==> src/rtl/pmem_arbiter_if.sv <==
// Line-granular physical-memory port: read/write strobes, address and write
// line toward memory, completion pulse and read line back.
interface pmem_arbiter_if #(
    parameter int LINE_W = 256,
    parameter int ADDR_W = 32
);
    logic              read;
    logic              write;
    logic [ADDR_W-1:0] address;
    logic [LINE_W-1:0] wdata;
    logic              resp;
    logic [LINE_W-1:0] rdata;

    modport master (
        output read, write, address, wdata,
        input  resp, rdata
    );

    modport slave (
        input  read, write, address, wdata,
        output resp, rdata
    );
endinterface

==> src/rtl/pmem_arbiter.sv <==
// Shares one line-based memory port between the I-cache and the D-cache,
// one line transaction per grant, round-robin on contention.
module pmem_arbiter #(
    parameter int LINE_W = 256,
    parameter int ADDR_W = 32
) (
    input  logic           clk,
    input  logic           rst_n,
    pmem_arbiter_if.slave  i_pmem,
    pmem_arbiter_if.slave  d_pmem,
    pmem_arbiter_if.master pmem
);
    typedef enum logic [1:0] {
        IDLE   = 2'd0,
        BUSY_I = 2'd1,
        BUSY_D = 2'd2
    } state_t;

    state_t            state_r;
    logic              last_grant_r;   // 1'b0 = I, 1'b1 = D
    logic              i_active_s;
    logic              d_active_s;
    logic              read_s;
    logic              write_s;
    logic [ADDR_W-1:0] address_s;
    logic [LINE_W-1:0] wdata_s;
    logic              i_resp_s;
    logic              d_resp_s;

    assign i_active_s = i_pmem.read | i_pmem.write;
    assign d_active_s = d_pmem.read | d_pmem.write;

    // Grant/release sequencing; every transaction returns through IDLE.
    always_ff @(posedge clk or negedge rst_n) begin
        if (!rst_n) begin
            state_r      <= IDLE;
            last_grant_r <= 1'b1;
        end else begin
            case (state_r)
                IDLE: begin
                    if (i_active_s && d_active_s) begin
                        if (last_grant_r) begin
                            state_r      <= BUSY_I;
                            last_grant_r <= 1'b0;
                        end else begin
                            state_r      <= BUSY_D;
                            last_grant_r <= 1'b1;
                        end
                    end else if (i_active_s) begin
                        state_r      <= BUSY_I;
                        last_grant_r <= 1'b0;
                    end else if (d_active_s) begin
                        state_r      <= BUSY_D;
                        last_grant_r <= 1'b1;
                    end else begin
                        state_r <= IDLE;
                    end
                end
                BUSY_I: begin
                    if (pmem.resp || !i_active_s) begin
                        state_r <= IDLE;
                    end else begin
                        state_r <= BUSY_I;
                    end
                end
                BUSY_D: begin
                    if (pmem.resp || !d_active_s) begin
                        state_r <= IDLE;
                    end else begin
                        state_r <= BUSY_D;
                    end
                end
                default: begin
                    state_r <= IDLE;
                end
            endcase
        end
    end

    // Forward the owner's live request; route completion only to the owner.
    always_comb begin
        read_s    = 1'b0;
        write_s   = 1'b0;
        address_s = {ADDR_W{1'b0}};
        wdata_s   = {LINE_W{1'b0}};
        i_resp_s  = 1'b0;
        d_resp_s  = 1'b0;
        case (state_r)
            BUSY_I: begin
                read_s    = i_pmem.read;
                write_s   = i_pmem.write;
                address_s = i_pmem.address;
                wdata_s   = i_pmem.wdata;
                i_resp_s  = pmem.resp;
            end
            BUSY_D: begin
                read_s    = d_pmem.read;
                write_s   = d_pmem.write;
                address_s = d_pmem.address;
                wdata_s   = d_pmem.wdata;
                d_resp_s  = pmem.resp;
            end
            default: begin
                read_s   = 1'b0;
                write_s  = 1'b0;
                i_resp_s = 1'b0;
                d_resp_s = 1'b0;
            end
        endcase
    end

    assign pmem.read    = read_s;
    assign pmem.write   = write_s;
    assign pmem.address = address_s;
    assign pmem.wdata   = wdata_s;
    assign i_pmem.resp  = i_resp_s;
    assign d_pmem.resp  = d_resp_s;
    // Read data is broadcast; only the matching resp qualifies it.
    assign i_pmem.rdata = pmem.rdata;
    assign d_pmem.rdata = pmem.rdata;
endmodule

==> src/flat_wrapper.sv <==
// flat-port wrapper written by rule: the top's interface ports become plain ports
module pmem_arbiter_flat 
#(
    parameter int LINE_W = 256,
    parameter int ADDR_W = 32
)
  (clk, rst_n, i_pmem_read, i_pmem_write, i_pmem_address, i_pmem_wdata, i_pmem_resp, i_pmem_rdata, d_pmem_read, d_pmem_write, d_pmem_address, d_pmem_wdata, d_pmem_resp, d_pmem_rdata, pmem_read, pmem_write, pmem_address, pmem_wdata, pmem_resp, pmem_rdata);
  pmem_arbiter_if #(.LINE_W(LINE_W), .ADDR_W(ADDR_W)) i_pmem_i ();
  pmem_arbiter_if #(.LINE_W(LINE_W), .ADDR_W(ADDR_W)) d_pmem_i ();
  pmem_arbiter_if #(.LINE_W(LINE_W), .ADDR_W(ADDR_W)) pmem_i ();
  input  logic clk;
  input  logic rst_n;
  input wire logic [$bits(i_pmem_i.read)-1:0] i_pmem_read;
  input wire logic [$bits(i_pmem_i.write)-1:0] i_pmem_write;
  input wire logic [$bits(i_pmem_i.address)-1:0] i_pmem_address;
  input wire logic [$bits(i_pmem_i.wdata)-1:0] i_pmem_wdata;
  output wire logic [$bits(i_pmem_i.resp)-1:0] i_pmem_resp;
  output wire logic [$bits(i_pmem_i.rdata)-1:0] i_pmem_rdata;
  input wire logic [$bits(d_pmem_i.read)-1:0] d_pmem_read;
  input wire logic [$bits(d_pmem_i.write)-1:0] d_pmem_write;
  input wire logic [$bits(d_pmem_i.address)-1:0] d_pmem_address;
  input wire logic [$bits(d_pmem_i.wdata)-1:0] d_pmem_wdata;
  output wire logic [$bits(d_pmem_i.resp)-1:0] d_pmem_resp;
  output wire logic [$bits(d_pmem_i.rdata)-1:0] d_pmem_rdata;
  output wire logic [$bits(pmem_i.read)-1:0] pmem_read;
  output wire logic [$bits(pmem_i.write)-1:0] pmem_write;
  output wire logic [$bits(pmem_i.address)-1:0] pmem_address;
  output wire logic [$bits(pmem_i.wdata)-1:0] pmem_wdata;
  input wire logic [$bits(pmem_i.resp)-1:0] pmem_resp;
  input wire logic [$bits(pmem_i.rdata)-1:0] pmem_rdata;
  assign i_pmem_i.read = i_pmem_read;
  assign i_pmem_i.write = i_pmem_write;
  assign i_pmem_i.address = i_pmem_address;
  assign i_pmem_i.wdata = i_pmem_wdata;
  assign i_pmem_resp = i_pmem_i.resp;
  assign i_pmem_rdata = i_pmem_i.rdata;
  assign d_pmem_i.read = d_pmem_read;
  assign d_pmem_i.write = d_pmem_write;
  assign d_pmem_i.address = d_pmem_address;
  assign d_pmem_i.wdata = d_pmem_wdata;
  assign d_pmem_resp = d_pmem_i.resp;
  assign d_pmem_rdata = d_pmem_i.rdata;
  assign pmem_read = pmem_i.read;
  assign pmem_write = pmem_i.write;
  assign pmem_address = pmem_i.address;
  assign pmem_wdata = pmem_i.wdata;
  assign pmem_i.resp = pmem_resp;
  assign pmem_i.rdata = pmem_rdata;
  pmem_arbiter #(.LINE_W(LINE_W), .ADDR_W(ADDR_W)) u_core (.clk(clk), .rst_n(rst_n), .i_pmem(i_pmem_i), .d_pmem(d_pmem_i), .pmem(pmem_i));
endmodule
==> config.mk <==
export PLATFORM = sky130hd
export DESIGN_NAME = pmem_arbiter_flat
export DESIGN_NICKNAME = d
export VERILOG_FILES = /design/src/rtl/pmem_arbiter_if.sv /design/src/rtl/pmem_arbiter.sv /design/src/flat_wrapper.sv
export SDC_FILE = /design/constraint.sdc
export NUM_CORES = 1
export LEC_CHECK = 0
export BUFFER_PORTS_ARGS = -buffer_cell sky130_fd_sc_hd__buf_4
export CAP_MARGIN = 10
export CORE_AREA = 2 2 643 645
export DETAILED_ROUTE_END_ITERATION = 12
export DIE_AREA = 0 0 645 647
export GPL_TIMING_DRIVEN = 0
export PLACE_DENSITY = 0.3
export SLEW_MARGIN = 15
export SYNTH_ARGS = -nofsm -noshare
export SYNTH_HDL_FRONTEND = slang
export SYNTH_SLANG_ARGS = --single-unit
==> constraint.sdc <==
create_clock -name clk -period 1.8 [get_ports clk]
set_clock_uncertainty 0.05 [all_clocks]
set_input_delay 0.36 -clock clk [delete_from_list [all_inputs] [get_ports clk]]
set_output_delay 0.36 -clock clk [all_outputs]
set_load 0.005 [all_outputs]
==> run summary, run 1 <==
For this run, global-route usage on met1 was measured as 13.2%. The path class of the tightest hold or removal check is in2reg. Across the whole layout, storage elements account for 77.6 µm². Once the floorplan was initialized, standard cells occupied 2.11% of the core. In this run the tightest slew margin relative to its limit is 53.4%.

Setup repair after global routing could not meet its margin everywhere. STA puts the critical path data arrival time at 2.30 ns. In this run the worst setup path terminates at pmem_wdata[193]. The tools report the global-route track usage on met3 as 10.9%.

The floorplan has 236 rows. The share of flip-flops with an asynchronous set or reset after synthesis was 100%. The run gives 16500 as the vias after detailed routing. In this design, the stage delay of the slowest critical-path cell is 0.40 ns. The final hold slack is 0.421 ns, and the horizontal extent of the die is 645 µm. Ranked by instance count, the synthesized netlist is headed by sky130_fd_sc_hd__buf_4, sky130_fd_sc_hd__nor2b_1, sky130_fd_sc_hd__a22oi_1. At the later pin of the worst-skew pair, clock insertion delay measures 0.23 ns. For the maximum ir drop on the vdd rail, the log shows 617 µV.

The remaining global-route overflow is 0, and the register clock-pin slew on the reported worst setup and hold paths is 0.03 ns. The longest clock path from root to sink contains 2 buffers. Distinct cell type count after synthesis: 19. The routing usage on met2 was 23.7%.

Together, buffers and inverters on the worst path number 7. The number of hold violations in the final report is 0, and the relative area change from synthesis to final layout is 267%. The first global-routing pass estimated 332000 µm of wire.

Sequential cells were found to cover 0.878% of the synthesized design area. The run finished, with violations left. The worst setup path is captured at an output pin.

For this design the static power due to leakage is 0.0127 µW. The post-route netlist has 92.5% of its cells at a drive strength greater than 1. Among cell families on the critical path, the largest total delay comes from buffers and inverters.

For the area of the mapped netlist, the log shows 8690 µm². The final reports fail on negative setup slack. The maximum fanout encountered on the critical timing path is 6. The multi-input combinational cells in the finished layout cover a total of 6220 µm². The tools report the number of levels the H-tree was split into as 1. The final setup violation count was 292.

The worst setup margin is -0.912 ns. Final critical delay including setup and external delays: 2.71 ns. The number of logic stages on the critical path including buffering came out at 10.

The tree is rooted in a sky130_fd_sc_hd__clkbuf_16. The count of pins over their slew limit is 0. The busiest layer in global routing was met2. STA puts the critical path data required time at 1.39 ns. The critical path is of the reg2out type. Before CTS, the worst setup slack after placement is -2.08 ns. Across the run, the number of max-cap violations was 0.

Power spread over the standard cell area amounts to 1190 nW/µm². For this block, the routed nets add up to 304000 µm of wire. The wire length per cell after detailed routing came out at 36.8 µm.

In this run the critical register-to-register path is launched from u_core.state_r[0]. The mean number of vias per cell was 2.00. Global routing used 13.7% of the available tracks across all layers.

TritonCTS built the clock tree. Number of flops mapped to enable cells by yosys: 0. For this run, design rule violations remaining after detail routing come to 0. The number of global-route vias before repair was 15400. The slowest stage of the critical path belongs to the cell sky130_fd_sc_hd__dfrtp_1.

The overall die height works out to 647 µm. In the synthesized netlist the dominant register cell turns out to be sky130_fd_sc_hd__dfrtp_1. For the number of warnings issued by yosys, the log shows 0. The most repeated cell in the gate-level netlist after synthesis was sky130_fd_sc_hd__buf_4. Walking the worst path, the cells encountered are inv_2 -> ha_4 -> buf_6 -> buf_6 -> buf_12 -> buf_12 -> clkbuf_16 -> a22oi_2 -> nor2b_1 -> buf_4. Worst reg-to-reg setup slack: 0.08 ns. Entering global routing, the biggest net connects 11 pins. After synthesis, the largest area contributor takes up 44.4% of total cell area. By area the synthesized netlist is led by sky130_fd_sc_hd__buf_4, sky130_fd_sc_hd__a22oi_1, sky130_fd_sc_hd__nor2b_1, sky130_fd_sc_hd__buf_6, sky130_fd_sc_hd__buf_2. The logs give 369 MHz for the highest clock rate and 0.921 for the placer's final routability congestion estimate.

In this run, synthesis produced a sequential element count of 3. The critical path launch point type was a flip-flop. Synthesis produced a netlist with a net count of 2054.

The cell type contributing the most total cell area after synthesis is sky130_fd_sc_hd__buf_4. At the pin with the least slew margin, the transition time is 0.699 ns. In this run the most critical hold path is launched from i_pmem_read.

The count of buffers inserted at the top-level ports is 1386. The region available for standard cell placement spans 411000 µm². The initial antenna violation count is 285, and the synthesized netlist cell count is 1211. The number of clock sinks is 3. In this run the count of I/O pins placed on the die edge is 1643.

The number of nets at the end of the flow is 3551, and the total die area is 417000 µm². The final-layout fill cell count is 48300. The average instance area after synthesis is 7.18 µm². Tracing the worst setup path back leads to its startpoint at u_core.state_r[0]. The final critical path takes up 151% of the cycle. The HPWL after detailed placement is 287000 µm. The worst reg-to-reg path cell count works out to 9. The count of nets left with antenna violations once routing finished came out at 0. For this block, the initial DRC count from the detailed router was 998.

Buffers inserted during clock tree synthesis total 3. The endpoint identified for the worst register-to-register timing path is u_core.state_r[1]. The detailed-router iteration count before antenna repair came out at 4.
-- timing repair --
item,CTS,global route
hold endpoints to repair,2,0
gates cloned,10,22
pin swaps,82,52
hold buffers,1,0
setup buffers,54,42
gates resized for setup,525,552
endpoints found under the setup margin,292,292
-- metrics by stage --
step | total power, µW | std cells | setup TNS [ns] | instance area (µm²) | utilization, %
2_1_floorplan | 8300 | 1211 | 0 | 8690 | -
3_3_place_gp | 25700 | 8071 | -368.47 | 25900 | 6.31
3_5_place_dp | 25700 | 8072 | -373.34 | 26000 | 6.32
4_1_cts | 32800 | 8132 | -219.21 | 29000 | 7.05
5_1_grt | 40200 | 8200 | -235.86 | 31800 | 7.74
6_report | 37900 | 8249 | -218.94 | 31900 | 7.77
-- cell families after synthesis --
group	share of synthesized area [%]
AOI/OAI and AO/OA	25.5
adders and majority gates	0.576
buffers and inverters	51.7
DFF	0.878
and+or+nand+nor	21.3
-- worst min-delay path by stage --
stage,endpoint,slack [ns],cells past startpoint
floorplan,u_core.state_r[0],0.01,0
finish,u_core.state_r[0],0.42,3
global route,u_core.state_r[0],0.44,3
detailed placement,u_core.state_r[1],0.12,1
CTS,u_core.state_r[0],0.42,3
global placement,u_core.state_r[1],0.12,1
-- routing by layer --
| layer | wire length, µm | vias up |
|---|---|---|
| met5 | 1200 | - |
| li1 | - | 6732 |
| met1 | 101000 | 7692 |
| met4 | 5060 | 184 |
| met3 | 50700 | 528 |
| met2 | 146000 | 1368 |
-- report_power, final --
group	leakage (µW)	internal, µW	switching (µW)
Clock	0.0000386	293	67.4
Sequential	0.0000348	109	41.0
Combinational	0.0126	18300	19100
Total	0.0127	18700	19300
-- worst register-to-register path, stage by stage (launching register included) --
cell and delay (ns):
sky130_fd_sc_hd__dfrtp_1 0.40, sky130_fd_sc_hd__inv_2 0.08, sky130_fd_sc_hd__ha_4 0.20, sky130_fd_sc_hd__buf_6 0.15, sky130_fd_sc_hd__buf_6 0.12, sky130_fd_sc_hd__buf_12 0.12, sky130_fd_sc_hd__clkbuf_16 0.18, sky130_fd_sc_hd__nor2b_1 0.14
sky130_fd_sc_hd__a21oi_1 0.11, sky130_fd_sc_hd__nor3_1 0.06
-- layout make-up --
| class | instances | share of cell area, % |
|---|---|---|
| buffer | 594 | 16.2 |
| tap | 5474 | 21.4 |
| timing repair buffer | 1506 | 41.8 |
| multi-input combinational | 598 | 19.5 |
| sequential | 3 | 0.243 |
| inverter | 2 | 0.0313 |
| clock buffer | 4 | 0.247 |
| antenna | 68 | 0.533 |
-- placed cells by master, fill, tap and decap left out, types with 2 or more instances in the layout --
| cell | count |
|---|---|
| sky130_fd_sc_hd__diode_2 | 68 |
| sky130_fd_sc_hd__clkbuf_2 | 5 |
| sky130_fd_sc_hd__buf_4 | 1748 |
| sky130_fd_sc_hd__and2_1 | 2 |
| sky130_fd_sc_hd__nor2_1 | 3 |
| sky130_fd_sc_hd__clkbuf_4 | 5 |
| sky130_fd_sc_hd__a22oi_2 | 209 |
| sky130_fd_sc_hd__nor2b_2 | 77 |
| sky130_fd_sc_hd__buf_6 | 169 |
| sky130_fd_sc_hd__a22oi_1 | 81 |
| sky130_fd_sc_hd__buf_16 | 19 |
| sky130_fd_sc_hd__ha_4 | 3 |
| sky130_fd_sc_hd__clkbuf_16 | 25 |
| sky130_fd_sc_hd__buf_8 | 49 |
| sky130_fd_sc_hd__nor2b_1 | 104 |
| sky130_fd_sc_hd__buf_12 | 80 |
| sky130_fd_sc_hd__o21ai_0 | 3 |
| sky130_fd_sc_hd__nor2b_4 | 110 |
-- flip-flops by register name, indices dropped and copies added (netlist names) --
name                 cells
u_core.state_r           2
u_core.last_grant_r      1
Power figures use the tool's default switching activity.
==> run 2: changes to the inputs <==
--- a/config.mk
+++ b/config.mk
@@ -6,7 +6,7 @@
 export NUM_CORES = 1
 export LEC_CHECK = 0
 export BUFFER_PORTS_ARGS = -buffer_cell sky130_fd_sc_hd__buf_4
-export CAP_MARGIN = 10
+export CAP_MARGIN = 15
 export CORE_AREA = 2 2 643 645
 export DETAILED_ROUTE_END_ITERATION = 12
 export DIE_AREA = 0 0 645 647
==> constraint.sdc (replaced) <==
create_clock -name clk -period 2.3 [get_ports clk]
set_clock_uncertainty 0.05 [all_clocks]
set_input_delay 0.46 -clock clk [delete_from_list [all_inputs] [get_ports clk]]
set_output_delay 0.46 -clock clk [all_outputs]
set_load 0.005 [all_outputs]
==> run 2 against run 1 <==
  * The flow still finishes with violations (negative setup slack)
  * Hold slack better by 0.094 ns
  * Flip-flop and latch count stayed put
  * Clock-buffer cell count did not move
  * Non-clock buffer count is the same
  * First-iteration DRC count down 8.0%
  * Critical endpoint is now pmem_address[10]
  * Largest cell class unchanged
  * Largest power group unchanged
==> run summary, run 2 (synthesized netlist as in run 1, its figures left out) <==
The type of the setup path with the least slack was reg2out. For this design the top-level I/O count stands at 1643. The number of logic stages on the critical path including buffering came out at 8. Capture point of the worst reg-to-reg path: u_core.state_r[1].

Static leakage: 0.0126 µW. The run finished, with violations left. The library cells used most frequently in the layout, excluding fill and tap cells, are sky130_fd_sc_hd__buf_4, sky130_fd_sc_hd__a22oi_2, sky130_fd_sc_hd__buf_6.

The logs give 0 for the post-detailed-route count of antenna-violating nets and 332000 µm for the global-route wire length before repair. The relative area change from synthesis to final layout was 266%; the highest clock rate was 358 MHz. Registers take 77.6 µm².

For the worst-skew pair, the clock arrives at the later sink with an insertion delay of 0.23 ns. The logs give 2.28 ns for the signal arrival time at the worst endpoint and 5 for the detailed-router iteration count before antenna repair. Counting flops per register, the top entry is u_core.state_r. The detailed router finished its first iteration with 918 violations.

The number of levels the H-tree was split into was 1. Entering global routing, the biggest net connects 11 pins. For this run, the total global-route usage over all layers was measured as 13.7%.

The number of nets at the end of the flow was 3551. In this run the clock root is driven by a sky130_fd_sc_hd__clkbuf_16. The worst setup path is launched from a flip-flop. The relative slew slack is 52.0%. The required time at the endpoint of the critical path was 1.79 ns. Subtracting the final worst setup slack from the clock period gives 2.79 ns. Setup repair after global routing could not meet its margin everywhere. The design draws 29300 µW. For this configuration, the core starts out at a cell density of 2.11%.

In this design, the stage delay of the slowest critical-path cell is 0.46 ns. The detailed router placed 16500 vias in this run. The final-layout fill cell count is 48300.

The overall die height is 647 µm, and the share of cells above drive strength 1 is 92.4%. TritonCTS built the clock tree. Leaving out filler cells and counting taps, the final layout contains 8253. At the end of routability-driven placement, the weighted congestion stood at 0.921. The area of the core is 411000 µm². In the routed layout, each cell is associated on average with a via count of 2.00. Walking the worst path, the cells encountered are buf_6 -> ha_4 -> buf_6 -> buf_16 -> buf_12 -> a22oi_2 -> nor2b_2 -> buf_6.

The multi-input combinational cell area is 6200 µm², and the number of hold violations in the final report is 0. The count of pins over their slew limit is 0. The worst-case IR drop observed on VDD is 438 µV.

After clock tree synthesis, the clock-pin slew on the worst setup and hold paths is 0.03 ns. Worst reg-to-reg path cell count: 8. The die covers 417000 µm². The library cell appearing most often on the critical path is sky130_fd_sc_hd__buf_6.

Grouping stages by cell kind, the critical path spends the most delay in buffers and inverters. Max-cap violations in this run came to 0. The run gives 26000 µm² as the instance area after placement. The number of global-route vias before repair came out at 15400.

Buffers placed on the I/O ports in this run total 1386. The flip-flop count of the largest register after layout works out to 2. Along the worst path, the maximum fanout reaches 8. For this design, the slowest cell found on the critical path is sky130_fd_sc_hd__a22oi_2. At the pin with the least slew margin, the transition time is 0.720 ns. The HPWL after detailed placement is 287000 µm, and the worst slack at placement is -1.68 ns. The final reports fail on negative setup slack. Share of the core filled with cells in the final layout: 7.74%. The worst reg-to-reg setup slack is 0.64 ns.

Setup violations remaining at the end of the flow were counted as 292. The total clock buffers created by CTS came out at 3. The library cell used most frequently in the layout, excluding fill and tap cells, is sky130_fd_sc_hd__buf_4. The power per cell area was 921 nW/µm²; the finished layout cell area was 31800 µm². In this run the critical register-to-register path is launched from u_core.state_r[0]. In the final routed layout, each cell accounts on average for 36.8 µm. For the worst setup margin, the log shows -0.490 ns.

In this run the deepest clock path goes through 2 buffers. The final critical path takes up 121% of the cycle. The number of placement rows was 236. Following the worst setup path forward leads to its endpoint at pmem_address[10]. The worst setup path is captured at an output pin. The run gives 3 as the number of clock sinks. The most critical setup path has its startpoint at u_core.state_r[0]. The post-route DRC violation count came out at 0. The largest registers in the layout are u_core.state_r x2, u_core.last_grant_r x1. The placed cell count is 8072.

The path class of the tightest hold or removal check is reg2reg. Counting both buffers and inverters, the worst setup path holds a total of 5. The total overflow left after global routing is 0. The horizontal extent of the die was 645 µm; the initial antenna violation count was 284.

The tools report the overall routed net length as 304000 µm.
## run 2: worst min path at each step
stage,startpoint,to,cells after the start
final,u_core.last_grant_r,u_core.last_grant_r,1
after global routing,u_core.last_grant_r,u_core.last_grant_r,1
after CTS,u_core.last_grant_r,u_core.last_grant_r,1
after detailed placement,rst_n,u_core.state_r[1],1
after global placement,rst_n,u_core.state_r[1],1
after floorplan,rst_n,u_core.state_r[0],0
## run 2: final cells by class
type | instances | share of cell area [%]
timing repair buffer | 1507 | 41.8
antenna | 72 | 0.566
buffer | 593 | 16.1
sequential | 3 | 0.244
tap | 5474 | 21.5
clock buffer | 4 | 0.248
inverter | 2 | 0.0315
multi-input combinational | 598 | 19.5
## run 2: power by group
group / switching [µW] / internal [µW] / leakage (µW)
Sequential: 32.6 / 85.7 / 0.0000348
Clock: 50.5 / 229 / 0.0000386
Combinational: 14900 / 14000 / 0.0125
Total: 15000 / 14300 / 0.0126
## run 2: per-stage QoR
| stage | hold slack, ns | setup TNS [ns] |
|---|---|---|
| after floorplan | 0.114 | 0 |
| after global placement | 0.217 | -251.65 |
| after detailed placement | 0.218 | -256.54 |
| after CTS | 0.516 | -102.66 |
| after global routing | 0.520 | -110.65 |
| final | 0.515 | -92.54 |
## run 2: layer usage
layer | global-route usage, % | share of wire, % | vias up
li1 | - | - | 6733
met1 | 13.2 | 33 | 7652
met2 | 23.7 | 48 | 1389
met3 | 10.9 | 17 | 538
met4 | 1.17 | 1.7 | 194
met5 | 0 | 0.44 | -
## run 2: what timing repair did
action                     4_1_cts  5_1_grt
resized for setup              524      519
pin swaps                       82       63
hold endpoints to repair         2        0
hold buffers                     1        0
setup buffers                   54       46
setup endpoints to repair      292      292
gates cloned                    10       20
